`src/rtl/midi_message_parser.sv`:
```
// MIDI byte-stream parser: decodes Note On/Off (with running status) and turns the
// note number into an oscillator playback rate, emitted as a one-cycle event.
module midi_message_parser #(
    parameter int CLK_HZ   = 100_000_000,
    parameter int WAVE_LEN = 64,
    parameter int CHANNEL  = 0,
    parameter int OMNI     = 1
) (
    input  logic        clk_in,
    input  logic        rst_n_in,
    input  logic [7:0]  byte_in,
    input  logic        byte_valid_in,
    output logic        is_note_on_out,
    output logic [23:0] cycles_between_samples_out,
    output logic [6:0]  note_out,
    output logic [6:0]  velocity_out,
    output logic        valid_out
);

    // Rate for octave 10 of semitone s; lower octaves shift this left.
    // Reference pitch is 2^((120+s-69)/12) = 16 * 2^((s+3)/12) times A440.
    function automatic logic [31:0] base_rate(input int s);
        real ratio;
        real cyc;
        case (s)
            0:       ratio = 1.189207115002721;
            1:       ratio = 1.259921049894873;
            2:       ratio = 1.334839854170034;
            3:       ratio = 1.414213562373095;
            4:       ratio = 1.498307076876682;
            5:       ratio = 1.587401051968199;
            6:       ratio = 1.681792830507429;
            7:       ratio = 1.781797436280679;
            8:       ratio = 1.887748625363387;
            9:       ratio = 2.0;
            10:      ratio = 2.118926188726;
            11:      ratio = 2.244924096618746;
            default: ratio = 0.0;
        endcase
        if (ratio == 0.0) return 32'd0;
        cyc = $itor(CLK_HZ) / ($itor(WAVE_LEN) * 440.0 * 16.0 * ratio);
        return 32'($rtoi(cyc + 0.5));
    endfunction

    localparam logic [31:0] BASE [16] = '{
        base_rate(0),  base_rate(1),  base_rate(2),  base_rate(3),
        base_rate(4),  base_rate(5),  base_rate(6),  base_rate(7),
        base_rate(8),  base_rate(9),  base_rate(10), base_rate(11),
        32'd0, 32'd0, 32'd0, 32'd0
    };

    typedef enum logic [1:0] {NO_STATUS, EXPECT_D1, EXPECT_D2} state_t;

    state_t      state;
    logic [7:0]  status;
    logic [6:0]  d1;

    logic        vld_s1;
    logic [3:0]  semi_s1;
    logic [3:0]  oct_s1;
    logic [6:0]  note_s1;
    logic [6:0]  vel_s1;
    logic        on_s1;

    logic        is_data;
    logic        is_sys;
    logic        is_chan;
    logic        chan_ok;
    logic        note_evt;
    logic        evt_on;
    logic [47:0] wide;

    always_comb begin
        is_data  = byte_valid_in && !byte_in[7];
        is_sys   = byte_valid_in && (byte_in[7:3] == 5'b11110);
        is_chan  = byte_valid_in && byte_in[7] && (byte_in[7:4] != 4'hF);
        chan_ok  = (OMNI != 0) || (status[3:0] == 4'(CHANNEL));
        note_evt = is_data && (state == EXPECT_D2) && chan_ok &&
                   ((status[7:4] == 4'h8) || (status[7:4] == 4'h9));
        evt_on   = (status[7:4] == 4'h9) && (byte_in[6:0] != 7'd0);
    end

    // Real-time bytes (F8-FF) fall through every branch and leave state alone.
    always_ff @(posedge clk_in or negedge rst_n_in) begin
        if (!rst_n_in) begin
            state   <= NO_STATUS;
            status  <= 8'd0;
            d1      <= 7'd0;
            vld_s1  <= 1'b0;
            semi_s1 <= 4'd0;
            oct_s1  <= 4'd0;
            note_s1 <= 7'd0;
            vel_s1  <= 7'd0;
            on_s1   <= 1'b0;
        end else begin
            vld_s1 <= note_evt;
            if (note_evt) begin
                semi_s1 <= 4'(d1 % 7'd12);
                oct_s1  <= 4'(d1 / 7'd12);
                note_s1 <= d1;
                vel_s1  <= byte_in[6:0];
                on_s1   <= evt_on;
            end
            if (is_chan) begin
                status <= byte_in;
                state  <= EXPECT_D1;
            end else if (is_sys) begin
                status <= 8'd0;
                state  <= NO_STATUS;
            end else if (is_data) begin
                case (state)
                    EXPECT_D1: begin
                        d1    <= byte_in[6:0];
                        // Program change / channel pressure carry a single data byte.
                        state <= (status[7:5] == 3'b110) ? EXPECT_D1 : EXPECT_D2;
                    end
                    EXPECT_D2: state <= EXPECT_D1;
                    default:   state <= NO_STATUS;
                endcase
            end
        end
    end

    always_comb wide = 48'(BASE[semi_s1]) << (4'd10 - oct_s1);

    always_ff @(posedge clk_in or negedge rst_n_in) begin
        if (!rst_n_in) begin
            valid_out                  <= 1'b0;
            is_note_on_out             <= 1'b0;
            cycles_between_samples_out <= 24'd0;
            note_out                   <= 7'd0;
            velocity_out               <= 7'd0;
        end else begin
            valid_out <= vld_s1;
            if (vld_s1) begin
                is_note_on_out             <= on_s1;
                cycles_between_samples_out <= (|wide[47:24]) ? 24'hFFFFFF : wide[23:0];
                note_out                   <= note_s1;
                velocity_out               <= vel_s1;
            end
        end
    end

endmodule

```
`config.mk`:
```
export PLATFORM = sky130hd
export DESIGN_NAME = midi_message_parser
export DESIGN_NICKNAME = d
export VERILOG_FILES = /design/src/rtl/midi_message_parser.sv
export SDC_FILE = /design/constraint.sdc
export NUM_CORES = 1
export LEC_CHECK = 0
export ABC_AREA = 1
export BUFFER_PORTS_ARGS = -buffer_cell sky130_fd_sc_hd__buf_2
export CORE_ASPECT_RATIO = 0.5
export CORE_MARGIN = 8
export CORE_UTILIZATION = 40
export DETAILED_ROUTE_END_ITERATION = 16
export PLACE_DENSITY = 0.67
export SLEW_MARGIN = 10
export SYNTH_ARGS = -nofsm -noshare
export SYNTH_HDL_FRONTEND = slang
export SYNTH_SLANG_ARGS = --single-unit
```
`constraint.sdc`:
```
create_clock -name clk_in -period 2.85 [get_ports clk_in]
set_input_delay 0.1425 -clock clk_in [delete_from_list [all_inputs] [get_ports clk_in]]
set_output_delay 0.1425 -clock clk_in [all_outputs]
set_load 0.005 [all_outputs]
```
---- After elaboration in Yosys (flattened, before gate mapping) ----
Memories as Yosys holds them, arrays and structs flattened.
Index checks and enable logic that the tools add are counted.
word-level totals
  input port bits ......................... 11
  register bits after elaboration ......... 81
  memories kept ........................... 1
  word-level logic and storage cells ...... 54
  bits in read-only memories .............. 512
operators by class
  eq/ne operators ......................... 7
  div/mod/pow operators ................... 2
  bitwise gates (word level) .............. 3
  $add $sub $neg .......................... 1
  magnitude comparators ................... 1
  shifts and indexed selects .............. 1
  multiplexer cells ....................... 10
  reduce and logical (&&, ||, !) cells .... 14
memories
  name              words  bits a word  rd ports  clocked after memory_dff  write ports  line  text
  (name not given)  16     32           1         0                         0            124   always_comb wide = 48'(BASE[semi_s1]) << (4'd10 - oct_s1);
operators with widths
  operator                                                  count
  2-to-1 mux 32 bit                                         2
  left shift 32 x 4 -> 48 bit                               1
  2-to-1 mux 24 bit                                         1
  OR reduction 24 bit                                       1
  2-to-1 mux 8 bit                                          2
  == test 4 bit, second input constant                      2
  2-to-1 mux 2 bit                                          4
  divider 7 x 4 -> 7 bit, second input constant             1
  logical AND 1 bit                                         7
  modulo 7 x 4 -> 7 bit, second input constant              1
  nonzero test 7 bit                                        1
  == test 5 bit, second input constant                      1
  greater-or-equal comparator 5 bit, second input constant  1
  NOT 4 -> 5 bit                                            1
  != test 4 bit, second input constant                      1
  case mux 2 bit (2 select lines)                           1
  AND reduction 4 bit                                       1
  subtractor 4 bit, first input constant                    1
  == test 3 bit, second input constant                      1
  nonzero test 3 bit                                        1
  == test 2 x 1 -> 1 bit, second input constant             1
  == test 2 bit, second input constant                      1
  NOT 1 bit                                                 2
  nonzero test 2 bit                                        1
  other kinds (2)                                           2

---- Depth between registers and ports, before layout ----
  word-level depth ........................ 7
  mapped depth ............................ 11

---- Worst setup path before layout ----
No wires, ideal clock.
  kind .................................... register to register
  start ................................... register state[0]
  end ..................................... register note_s1[4]
  data required time ...................... 2.732 ns
  arrival time ............................ 1.476 ns
  library setup time ...................... 0.118 ns
  cell stages (with the launch flop) ...... 9
  slack ................................... 1.256 ns
  path through ............................ dfrtp_1 inv_1 ha_1 nand2_1 nor4_4 inv_4 buf_6 nand2_1 o21ai_2
on the way
  cells in the longest elaborated chain, start to end .. 3
RTL lines
  what                             line  text
  from (decl)                      54    state_t state;
  from (signal assigned)           115   state <= (status[7:5] == 3'b110) ? EXPECT_D1 : EXPECT_D2;
  == test 2 bit                    78    note_evt = is_data && (state == EXPECT_D2) && chan_ok &&
  logical AND 1 bit (2 in series)  78
  to (signal assigned)             92    note_s1 <= 7'd0;
  to (signal assigned)             100   note_s1 <= d1;
  to (decl)                        61    logic [6:0] note_s1;
No other way between the ends.
A chain may end at the register's enable or synchronous reset.

---- Worst setup path in the final report ----
  start ................................... register oct_s1[0]
  end ..................................... register cycles_between_samples_out[13]
on the way
  cells in the longest elaborated chain, start to end .. 4
RTL lines
  what                             line  text
  from (decl)                      60    logic [3:0] oct_s1;
  from (signal assigned)           99    oct_s1 <= 4'(d1 / 7'd12);
  subtractor 4 bit (*)             124
  left shift 32 x 4 -> 48 bit (*)  124
  OR reduction 24 bit              137   cycles_between_samples_out <= (|wide[47:24]) ? 24'hFFFFFF : wide[23:0];
  2-to-1 mux 24 bit (*)            137
  to (signal assigned)             137
  to (decl)                        14    output logic [23:0] cycles_between_samples_out,
Every way passes the cells marked *; elsewhere a longest branch is shown, timed or not.

==> results.json <==
{
  "status": "completed",
  "ir_drop_v": 0.000463,
  "coreArea_um2": 8740,
  "postLayoutCoreUtil_pct": 49.1,
  "die_h_um": 83.1,
  "netlist_area_um2": 3600,
  "drt-initial-drc-count": 186,
  "ys_seq_area_share_pct": 51.4,
  "hold_violations": 0,
  "synth_cell_types": 34,
  "setup_slack_ns": 0.787,
  "remaining_drc_errors": 0,
  "portBuffers": 49,
  "antenna_found_initial": 0,
  "grt_max_degree": 30,
  "r2r_slack_ns": 0.79,
  "cts_tree": "done",
  "hold_class": "input port to flop",
  "drt.antenna.violating_nets": 0,
  "firstDrtPassIters": 4,
  "grt.overflow.total": 0,
  "gp_congestion": 0.877,
  "grt_pass1_vias": 3096,
  "die_w_um": 150,
  "via_count": 3056,
  "post-route-period-util_pct": 72.4,
  "ys_warn_count": 0,
  "syn_inst": 448,
  "rsz0062_at_grt": "false",
  "cts.sinks": 74,
  "fp.dieArea_um2": 12500,
  "setup_viol": 0,
  "fmax_ghz": 0.485,
  "leakage_nw": 2.36,
  "routedWlPerCell_um": 14.0,
  "worstMarginPinSlew_ns": 0.672,
  "clk_path_buf_depth": 2,
  "ys_ff_latch": 74,
  "cp_max_fo": 13,
  "io-pin-count": 51,
  "synth_edf_count": 0,
  "fin_crit_ns": 2.06,
  "synth_ff_type": "dfrtp_1",
  "power_density_nw_per_um2": 1070,
  "skew_ns": 0.00669,
  "pre_cts_ws_ns": 0.837,
  "syn_area_per_cell_um2": 8.05,
  "layout_common_cells": "nand2_1, dfrtp_1, nand3_1, buf_2, inv_1",
  "end_kind": "flop",
  "relSlewSlack_pct": 55.2,
  "cts_setup_buffers": 0,
  "fin_setup_tns_ns": 0,
  "cts_root_buffer": "clkbuf_16",
  "routed_wl_um": 8680,
  "area_growth_pct": 19.0,
  "yosysTopAreaCell": "dfrtp_1",
  "start_util_pct": 41.3,
  "cp_data_arrival_time_ns": 2.29,
  "yosys.area.top_type_share_pct": 51.4,
  "cap_violations": 0,
  "grt_pass1_wl_um": 15300,
  "cp_data_required_time_ns": 3.07,
  "drv_slew": 0,
  "clk_pin_slew_ns": 0.06,
  "grt_use_total_pct": 15.2,
  "routed_via_density": 4.92,
  "finalNetCount": 517,
  "start_kind": "flop",
  "synth_area_leaders": "dfrtp_1, nand2_1, nand3_1",
  "clock_latency_ns": 0.34,
  "final_common_cell": "nand2_1",
  "drive_above_1_share_pct": 17.3,
  "path_class": "flop to flop",
  "htreeDepth": 3,
  "rows": 24,
  "async_flop_share_pct": 100,
  "diodes": 0,
  "cts_made_buffers": 9,
  "synth_nets": 466,
  "hpwl_um": 6370
}
==> kinds of logic (layout without fill, tap and decap cells) <==
| group | Yosys count | after routing | synth area share, % |
|---|---|---|---|
| AO/OA/AOI/OAI | 54 | 54 | 9.34 |
| XOR/XNOR | 2 | 2 | 0.486 |
| adder cells (fa/ha/maj) | 7 | 7 | 2.43 |
| buffers and inverters | 57 | 113 | 6.80 |
| flip-flops | 74 | 74 | 51.4 |
| other | 1 | 1 | 0.104 |
| AND/OR/NAND/NOR | 253 | 253 | 29.5 |
==> final timing paths <==
check,depth (start not counted),endpoint,from
hold / removal,3,vel_s1[2]$_DFFE_PN0P_,byte_in[2]
setup reg to reg,6,cycles_between_samples_out[13]$_DFFE_PN0P_,oct_s1[0]$_DFFE_PN0P_
max in group asynchronous,3,is_note_on_out$_DFFE_PN0P_,rst_n_in
min in group asynchronous,2,cycles_between_samples_out[5]$_DFFE_PN0P_,rst_n_in
hold reg to reg,2,velocity_out[0]$_DFFE_PN0P_,velocity_out[0]$_DFFE_PN0P_
setup / recovery,6,cycles_between_samples_out[13]$_DFFE_PN0P_,oct_s1[0]$_DFFE_PN0P_
==> synthesized netlist by cell type, types with 2 or more instances <==
| cell | number |
|---|---|
| a21oi_1 | 5 |
| a22o_1 | 2 |
| a22oi_1 | 2 |
| buf_6 | 3 |
| clkbuf_1 | 10 |
| clkbuf_2 | 2 |
| clkinv_1 | 2 |
| dfrtp_1 | 74 |
| ha_1 | 7 |
| inv_1 | 36 |
| nand2_1 | 170 |
| nand3_1 | 59 |
| nand4_1 | 5 |
| nor2_1 | 15 |
| o21ai_0 | 28 |
| o21ai_2 | 10 |
==> cell type report <==
cell class,count,area (um^2)
Clock buffer,9,225
Multi-Input combinational cell,317,1510
Clock inverter,7,98.8
Timing Repair Buffer,57,308
Fill cell,846,4450
Inverter,40,153
Tap cell,117,146
Sequential cell,74,1850
==> metrics by stage <==
step | area (um^2) | std cells | power, mW | hold slack [ns]
floorplan | 3600 | 448 | 2.84 | -0.153
global placement | 3960 | 604 | 3.34 | 0.213
detailed placement | 3960 | 604 | 3.37 | 0.222
CTS | 4290 | 621 | 4.63 | 0.0912
global route | 4290 | 621 | 5.00 | 0.118
finish | 4290 | 621 | 4.59 | 0.105
==> power breakdown <==
part | leakage (nW) | switching, mW | internal, mW
Sequential | 0.968 | 0.225 | 1.33
Clock | 0.157 | 0.457 | 0.774
Combinational | 1.24 | 1.17 | 0.627
==> worst max-delay path, cell delays in order, from the launching register on <==
cell,delay [ns]
dfrtp_1,0.51
ha_1,0.59
clkinv_1,0.35
nand3_1,0.21
nor2_1,0.08
a22oi_1,0.14
nand2_1,0.07
==> routing by layer <==
metal / vias up / track usage, % / wire length (um)
li1: 1550 / - / -
met2: 60 / 23.2 / 3820
met3: 11 / 4.33 / 442
met1: 1435 / 20.1 / 4290
met5: - / 0 / 0
met4: 0 / 5.68 / 123
==> repair_timing <==
action                    CTS  global route
resized for setup           0             0
hold endpoints to repair   27             0
hold buffers                1             0
==> registers in the layout, summed over array words and instances, names as in the netlist <==
name and flops:
status 4, oct_s1 4, valid_out 1, semi_s1 4, velocity_out 7, vld_s1 1, note_s1 5, vel_s1 7
cycles_between_samples_out 23, is_note_on_out 1, on_s1 1, d1 7, note_out 7, state 2
No activity file was read; power rests on OpenSTA's default activity.
